--- src/rtl/nand_ecc_pkg.sv ---
//==============================================================================
// Module  : nand_ecc_pkg
// Purpose : Shared constants and state encoding for the NAND sector Hamming
//           ECC generator and its read-side checker.
// Revision: 1.0 - initial release
//==============================================================================
`default_nettype none

package nand_ecc_pkg;

  // 512-byte sector, 24-bit ECC (18 line-parity bits + 6 column-parity bits)
  localparam int SECTOR_ADDR_W = 9;
  localparam int ECC_W         = 2 * SECTOR_ADDR_W + 6;

  // Bit positions of the two parity groups inside the ECC word
  localparam int LP_BASE = 0;
  localparam int CP_BASE = 2 * SECTOR_ADDR_W;

  // Expected population count of (stored ECC ^ recomputed ECC)
  localparam int SYND_CLEAN_ONES = 0;
  localparam int SYND_CORR_ONES  = 12;

  typedef enum logic [1:0] {
    ST_IDLE  = 2'd0,
    ST_ACCUM = 2'd1,
    ST_DONE  = 2'd2
  } ecc_state_t;

endpackage : nand_ecc_pkg

`default_nettype wire

--- src/rtl/hamming_col_fold.sv ---
//==============================================================================
// Module  : hamming_col_fold
// Purpose : Folds the 8-bit running XOR of all sector bytes into the 6
//           column-parity bits. For pair j, the odd bit is the XOR of the
//           bit lanes whose index has bit j set; the even bit covers the rest.
// Ports   : col [7:0] - running XOR of every accepted byte
//           cp  [5:0] - column parity, cp[2j+1]/cp[2j] for j = 0..2
// Revision: 1.0 - initial release
//==============================================================================
`default_nettype none

module hamming_col_fold (
  input  logic [7:0] col,
  output logic [5:0] cp
);

  always_comb begin
    cp = '0;
    for (int i = 0; i < 8; i++) begin
      for (int j = 0; j < 3; j++) begin
        if (((i >> j) & 1) != 0) begin
          cp[2*j+1] = cp[2*j+1] ^ col[i];
        end else begin
          cp[2*j] = cp[2*j] ^ col[i];
        end
      end
    end
  end

endmodule : hamming_col_fold

`default_nettype wire

--- src/rtl/hamming_ecc_gen.sv ---
//==============================================================================
// Module  : hamming_ecc_gen
// Purpose : Streams a 2**ADDR_W byte sector and produces its Hamming ECC.
//           Line parity is accumulated per byte from the byte parity and the
//           byte address; column parity is derived from a running XOR of all
//           bytes, folded when the last byte arrives.
// Ports   : clk, rst        - clock, synchronous active-high reset
//           start           - clear accumulators, (re)start a sector
//           din, din_valid  - byte stream, accepted only while accumulating
//           busy            - accumulating a sector
//           byte_cnt        - address of the next byte to be accepted
//           ecc, ecc_valid  - result and its one-cycle update strobe
// Revision: 1.0 - initial release
//==============================================================================
`default_nettype none

module hamming_ecc_gen
  import nand_ecc_pkg::*;
#(
  parameter int ADDR_W = SECTOR_ADDR_W
) (
  input  logic                  clk,
  input  logic                  rst,
  input  logic                  start,
  input  logic [7:0]            din,
  input  logic                  din_valid,
  output logic                  busy,
  output logic [ADDR_W-1:0]     byte_cnt,
  output logic [2*ADDR_W+5:0]   ecc,
  output logic                  ecc_valid
);

  localparam int LP_W = 2 * ADDR_W;

  ecc_state_t        state;
  logic [LP_W-1:0]   lp_acc;
  logic [LP_W-1:0]   lp_next;
  logic [7:0]        col_acc;
  logic [7:0]        col_next;
  logic [5:0]        cp_next;
  logic              rp;
  logic              accept;
  logic              last;

  // start wins over a coincident byte, so the byte is dropped
  assign accept = din_valid && (state == ST_ACCUM) && !start;
  assign last   = accept && (byte_cnt == {ADDR_W{1'b1}});
  assign rp     = ^din;

  // Next line-parity value if the current byte is accepted: the byte parity
  // toggles the odd bit of pair k when address bit k is 1, else the even bit.
  always_comb begin
    lp_next = lp_acc;
    for (int k = 0; k < ADDR_W; k++) begin
      if (byte_cnt[k]) begin
        lp_next[2*k+1] = lp_acc[2*k+1] ^ rp;
      end else begin
        lp_next[2*k] = lp_acc[2*k] ^ rp;
      end
    end
  end

  assign col_next = col_acc ^ din;

  // Fold includes the current byte so the last byte lands in the same cycle
  hamming_col_fold u_col_fold (
    .col (col_next),
    .cp  (cp_next)
  );

  always_ff @(posedge clk) begin
    if (rst) begin
      state     <= ST_IDLE;
      busy      <= 1'b0;
      byte_cnt  <= '0;
      lp_acc    <= '0;
      col_acc   <= '0;
      ecc       <= '0;
      ecc_valid <= 1'b0;
    end else begin
      ecc_valid <= 1'b0;
      if (start) begin
        // ecc is deliberately left alone: it keeps the previous result
        state    <= ST_ACCUM;
        busy     <= 1'b1;
        byte_cnt <= '0;
        lp_acc   <= '0;
        col_acc  <= '0;
      end else if (accept) begin
        lp_acc   <= lp_next;
        col_acc  <= col_next;
        byte_cnt <= byte_cnt + ADDR_W'(1);
        if (last) begin
          state     <= ST_DONE;
          busy      <= 1'b0;
          ecc       <= {cp_next, lp_next};
          ecc_valid <= 1'b1;
        end
      end
    end
  end

endmodule : hamming_ecc_gen

`default_nettype wire

--- config.mk ---
export PLATFORM = sky130hd
export DESIGN_NAME = hamming_ecc_gen
export DESIGN_NICKNAME = d
export VERILOG_FILES = /design/src/rtl/nand_ecc_pkg.sv /design/src/rtl/hamming_col_fold.sv /design/src/rtl/hamming_ecc_gen.sv
export SDC_FILE = /design/constraint.sdc
export NUM_CORES = 1
export LEC_CHECK = 0
export BUFFER_PORTS_ARGS = -buffer_cell sky130_fd_sc_hd__buf_2
export CAP_MARGIN = 40
export CORE_UTILIZATION = 56
export CTS_CLUSTER_DIAMETER = 200
export DETAILED_ROUTE_END_ITERATION = 6
export GPL_TIMING_DRIVEN = 0
export PLACE_DENSITY_LB_ADDON = 0.05
export SKIP_CTS_REPAIR_TIMING = 1
export SLEW_MARGIN = 10
export SYNTH_ARGS = -nofsm -noshare
export SYNTH_HDL_FRONTEND = slang
export SYNTH_SLANG_ARGS = --single-unit
--- constraint.sdc ---
create_clock -name clk -period 2.8 [get_ports clk]
set_input_delay 0.56 -clock clk [delete_from_list [all_inputs] [get_ports clk]]
set_output_delay 0.56 -clock clk [all_outputs]
set_load 0.01 [all_outputs]
==> run_results.csv <==
group,metric,value,unit
worst_setup_path,rr_worst_depth,10,
finish,final_util,68.52,%
worst_setup_path,crit_arrival,2950,ps
drt,wirelength,7.710,mm
worst_setup_path,path_class,"register to register",
power,switching_share,29.62,%
sta,slew_headroom,39.19,%
die,pin_count,47,
worst_hold_path,min_path_cells,2,
power,seqPwrFrac,44.8,%
clocking,clock_sink_count,62,
finish,layout_common_cells,"61 x dfxtp_1, 49 x buf_2, 39 x nand3_1",
power,p_leak,0.001352,uW
drt,drtIter0Drc,274,
worst_setup_path,critical_path.max_stage_delay,510,ps
die,core,5140,um2
outcome,outcome,"completed",
grt,antenna_found_initial,0,
worst_setup_path,end_kind,"register",
power,comb_power_share,18.1,%
sta,worst_slew_pin_slew,903.8,ps
power,p_clk_share,37.1,%
drt,avgRoutedWirePerCell,16.40,um
die,fp.dieW,75.24,um
worst_hold_path,min_path_type,"primary input to register",
logic_synthesis,synthCells,339,
die,die_y,75.24,um
sta,finalSetupViolCount,0,
drt,drc,0,
die,die_area,5661,um2
logic_synthesis,ys_types,36,
sta,fmax,375.3,MHz
drt,drtPass1Iterations,5,
worst_setup_path,crit_fanout,10,
placed_design,place_hpwl,5.168,mm
sta,clock_skew,11.09,ps
power,finalPower,1992,uW
power,p_switching,590.1,uW
clocking,clockRootBuffer,"clkbuf_8",
worst_setup_path,required,3080,ps
clocking,clkLatencyLatePin,350,ps
sta,rsz0062_at_grt,"false",
sta,slew_viol_final,0,
power,p_int,1402,uW
grt,grt_pass1_vias,2534,
grt,grt_first_pass_wirelength,12.32,mm
finish,mostFrequentLayoutCell,"dfxtp_1",
grt,grt.overflow.total,0,
sta,tns,0,ps
worst_setup_path,rrSetupSlack,140,ps
finish,nets,409,
logic_synthesis,syn_nets,353,
run,cap_violations,0,
drt,vias_per_cell,5.932,
logic_synthesis,yosys_register_bits,62,
grt,grt_max_degree,11,
clocking,cts_buffers,9,
placed_design,port_buffers,46,
clocking,cts_tree,"yes",
drt,via_count,2788,
die,row_count,26,
logic_synthesis,avgSynthCellArea,8.862,um2
worst_setup_path,path_cells,"inv_1 > nor3_2 > nand3_1 > nor3_2 > ha_2 > nand2_1 > or2_1 > clkbuf_2 > or4_1 > nand3_1",
placed_design,gp_congestion,0.8248,
grt,grt.total_usage,29.87,%
finish,nFillCells,466,
finish,n_antenna_cell,0,
die,initial_utilization,58.45,%
sta,post-route-worst-setup-slack,135.2,ps
sta,hold_violations,0,
sta,fin_crit,2665,ps
drt,postRouteAntennaNets,0,
power,irDropWorstVdd,0.4501,mV
clocking,clk_pin_slew_worst_paths,80,ps
clocking,htreeDepth,3,
sta,whs,433.0,ps
clocking,clk_path_buf_depth,2,
worst_setup_path,cp-start-kind,"register",
power,powerDensity,565.6,nW/um2
logic_synthesis,seq_area_frac_synth,41.32,%
placed_design,pre_cts_slack,-179.6,ps
sta,finalCritPeriodShare,95.17,%
logic_synthesis,syn_area,3004,um2
finish,area_growth,17.24,%
logic_synthesis,ys_warn_count,0,
worst_setup_path,cpMaxStageDelayCell,"or4_1",
finish,drive_gt1_share,22.25,%
-- per-layer routing --
layer  share of wire [%]  up-vias  GRT usage (%)
met5                   0        -              0
met4                 1.9        0          15.02
met3                 6.0       15          5.221
met2                  46      118          46.55
met1                  46     1303          40.00
li1                    -     1352              -
-- cells in the mapped netlist --
| master | number | area, um2 |
|---|---|---|
| xor2_1 | 12 | 105.1 |
| and4bb_1 | 1 | 12.51 |
| a21oi_1 | 22 | 110.1 |
| xnor2_1 | 27 | 236.5 |
| buf_1 | 1 | 3.750 |
| nand2_1 | 29 | 108.9 |
| ha_1 | 2 | 25.02 |
| o21ai_0 | 11 | 55.05 |
| a22o_1 | 2 | 17.52 |
| a311oi_1 | 1 | 8.760 |
| nand4_1 | 2 | 12.51 |
| buf_8 | 1 | 15.01 |
| nor4_1 | 1 | 6.260 |
| buf_6 | 3 | 33.78 |
| inv_1 | 10 | 37.54 |
| nand4bb_1 | 1 | 11.26 |
| a21oi_2 | 1 | 8.760 |
| or2_1 | 1 | 6.260 |
| clkbuf_1 | 12 | 45.04 |
| xor2_2 | 2 | 32.53 |
| xnor2_2 | 3 | 48.80 |
| or4_1 | 27 | 202.7 |
| o21a_1 | 1 | 7.510 |
| nor3_1 | 2 | 10.01 |
| clkbuf_2 | 3 | 15.01 |
| o21ai_2 | 1 | 8.760 |
| or3_1 | 9 | 56.30 |
| buf_2 | 4 | 20.02 |
| nor2_1 | 16 | 60.06 |
| a32oi_1 | 18 | 157.7 |
| o31ai_1 | 8 | 60.06 |
| o211ai_1 | 1 | 7.510 |
| nand3_1 | 39 | 195.2 |
| buf_4 | 2 | 15.01 |
| or2_2 | 1 | 6.260 |
| dfxtp_1 | 62 | 1241 |
-- flip-flops by register name, summed over array words and instances, names as in the netlist --
signal     flops
lp_acc        18
byte_cnt       9
ecc           24
state          2
col_acc        8
ecc_valid      1
-- power by group through the flow --
stage	clock [uW]	sequential, uW	combinational [uW]
after floorplan	0	912	243
after global placement	0	912	354
after detailed placement	0	913	356
after CTS	739	893	358
after global routing	778	893	381
final	739	893	360
-- critical path: cells and delay by family, from the launching register on --
kind | cells | cell delay (ps)
AND/OR/NAND/NOR | 7 | 1480
flip-flops | 1 | 460
buffers and inverters | 2 | 380
adder cells (fa/ha/maj) | 1 | 270
-- cell families after synthesis --
family          Yosys count  synth area share (%)
simple gates            129                 22.91
compound gates           66                 14.70
flops                    62                 41.32
xor+xnor                 44                 14.08
buf+inv                  36                 6.164
fa+ha+maj                 2                0.8329
-- layout make-up --
type	instances	area (um2)	area share, %
multi-input cells	241	1590	45.15
flip-flops and latches	62	1242	35.28
repair buffers	46	230.2	6.536
clock buffers	12	165.2	4.689
plain buffers	25	148.9	4.227
well taps	70	87.58	2.487
inverters	10	37.54	1.066
clock inverters	4	20.02	0.5684
-- worst paths after layout --
kind	start	end
max	byte_cnt[4]$_SDFFE_PP0P_	ecc[1]$_SDFFE_PP0P_
min reg2reg	ecc[23]$_SDFFE_PP0P_	ecc[23]$_SDFFE_PP0P_
min	rst	ecc[18]$_SDFFE_PP0P_
max reg2reg	byte_cnt[4]$_SDFFE_PP0P_	ecc[1]$_SDFFE_PP0P_
-- through the flow --
stage | instance area (um2) | instances
floorplan | 3004 | 339
global placement | 3322 | 455
detailed placement | 3322 | 455
CTS | 3507 | 471
global route | 3522 | 470
finish | 3522 | 470
Note: power is estimated with default switching activity, not from simulation.
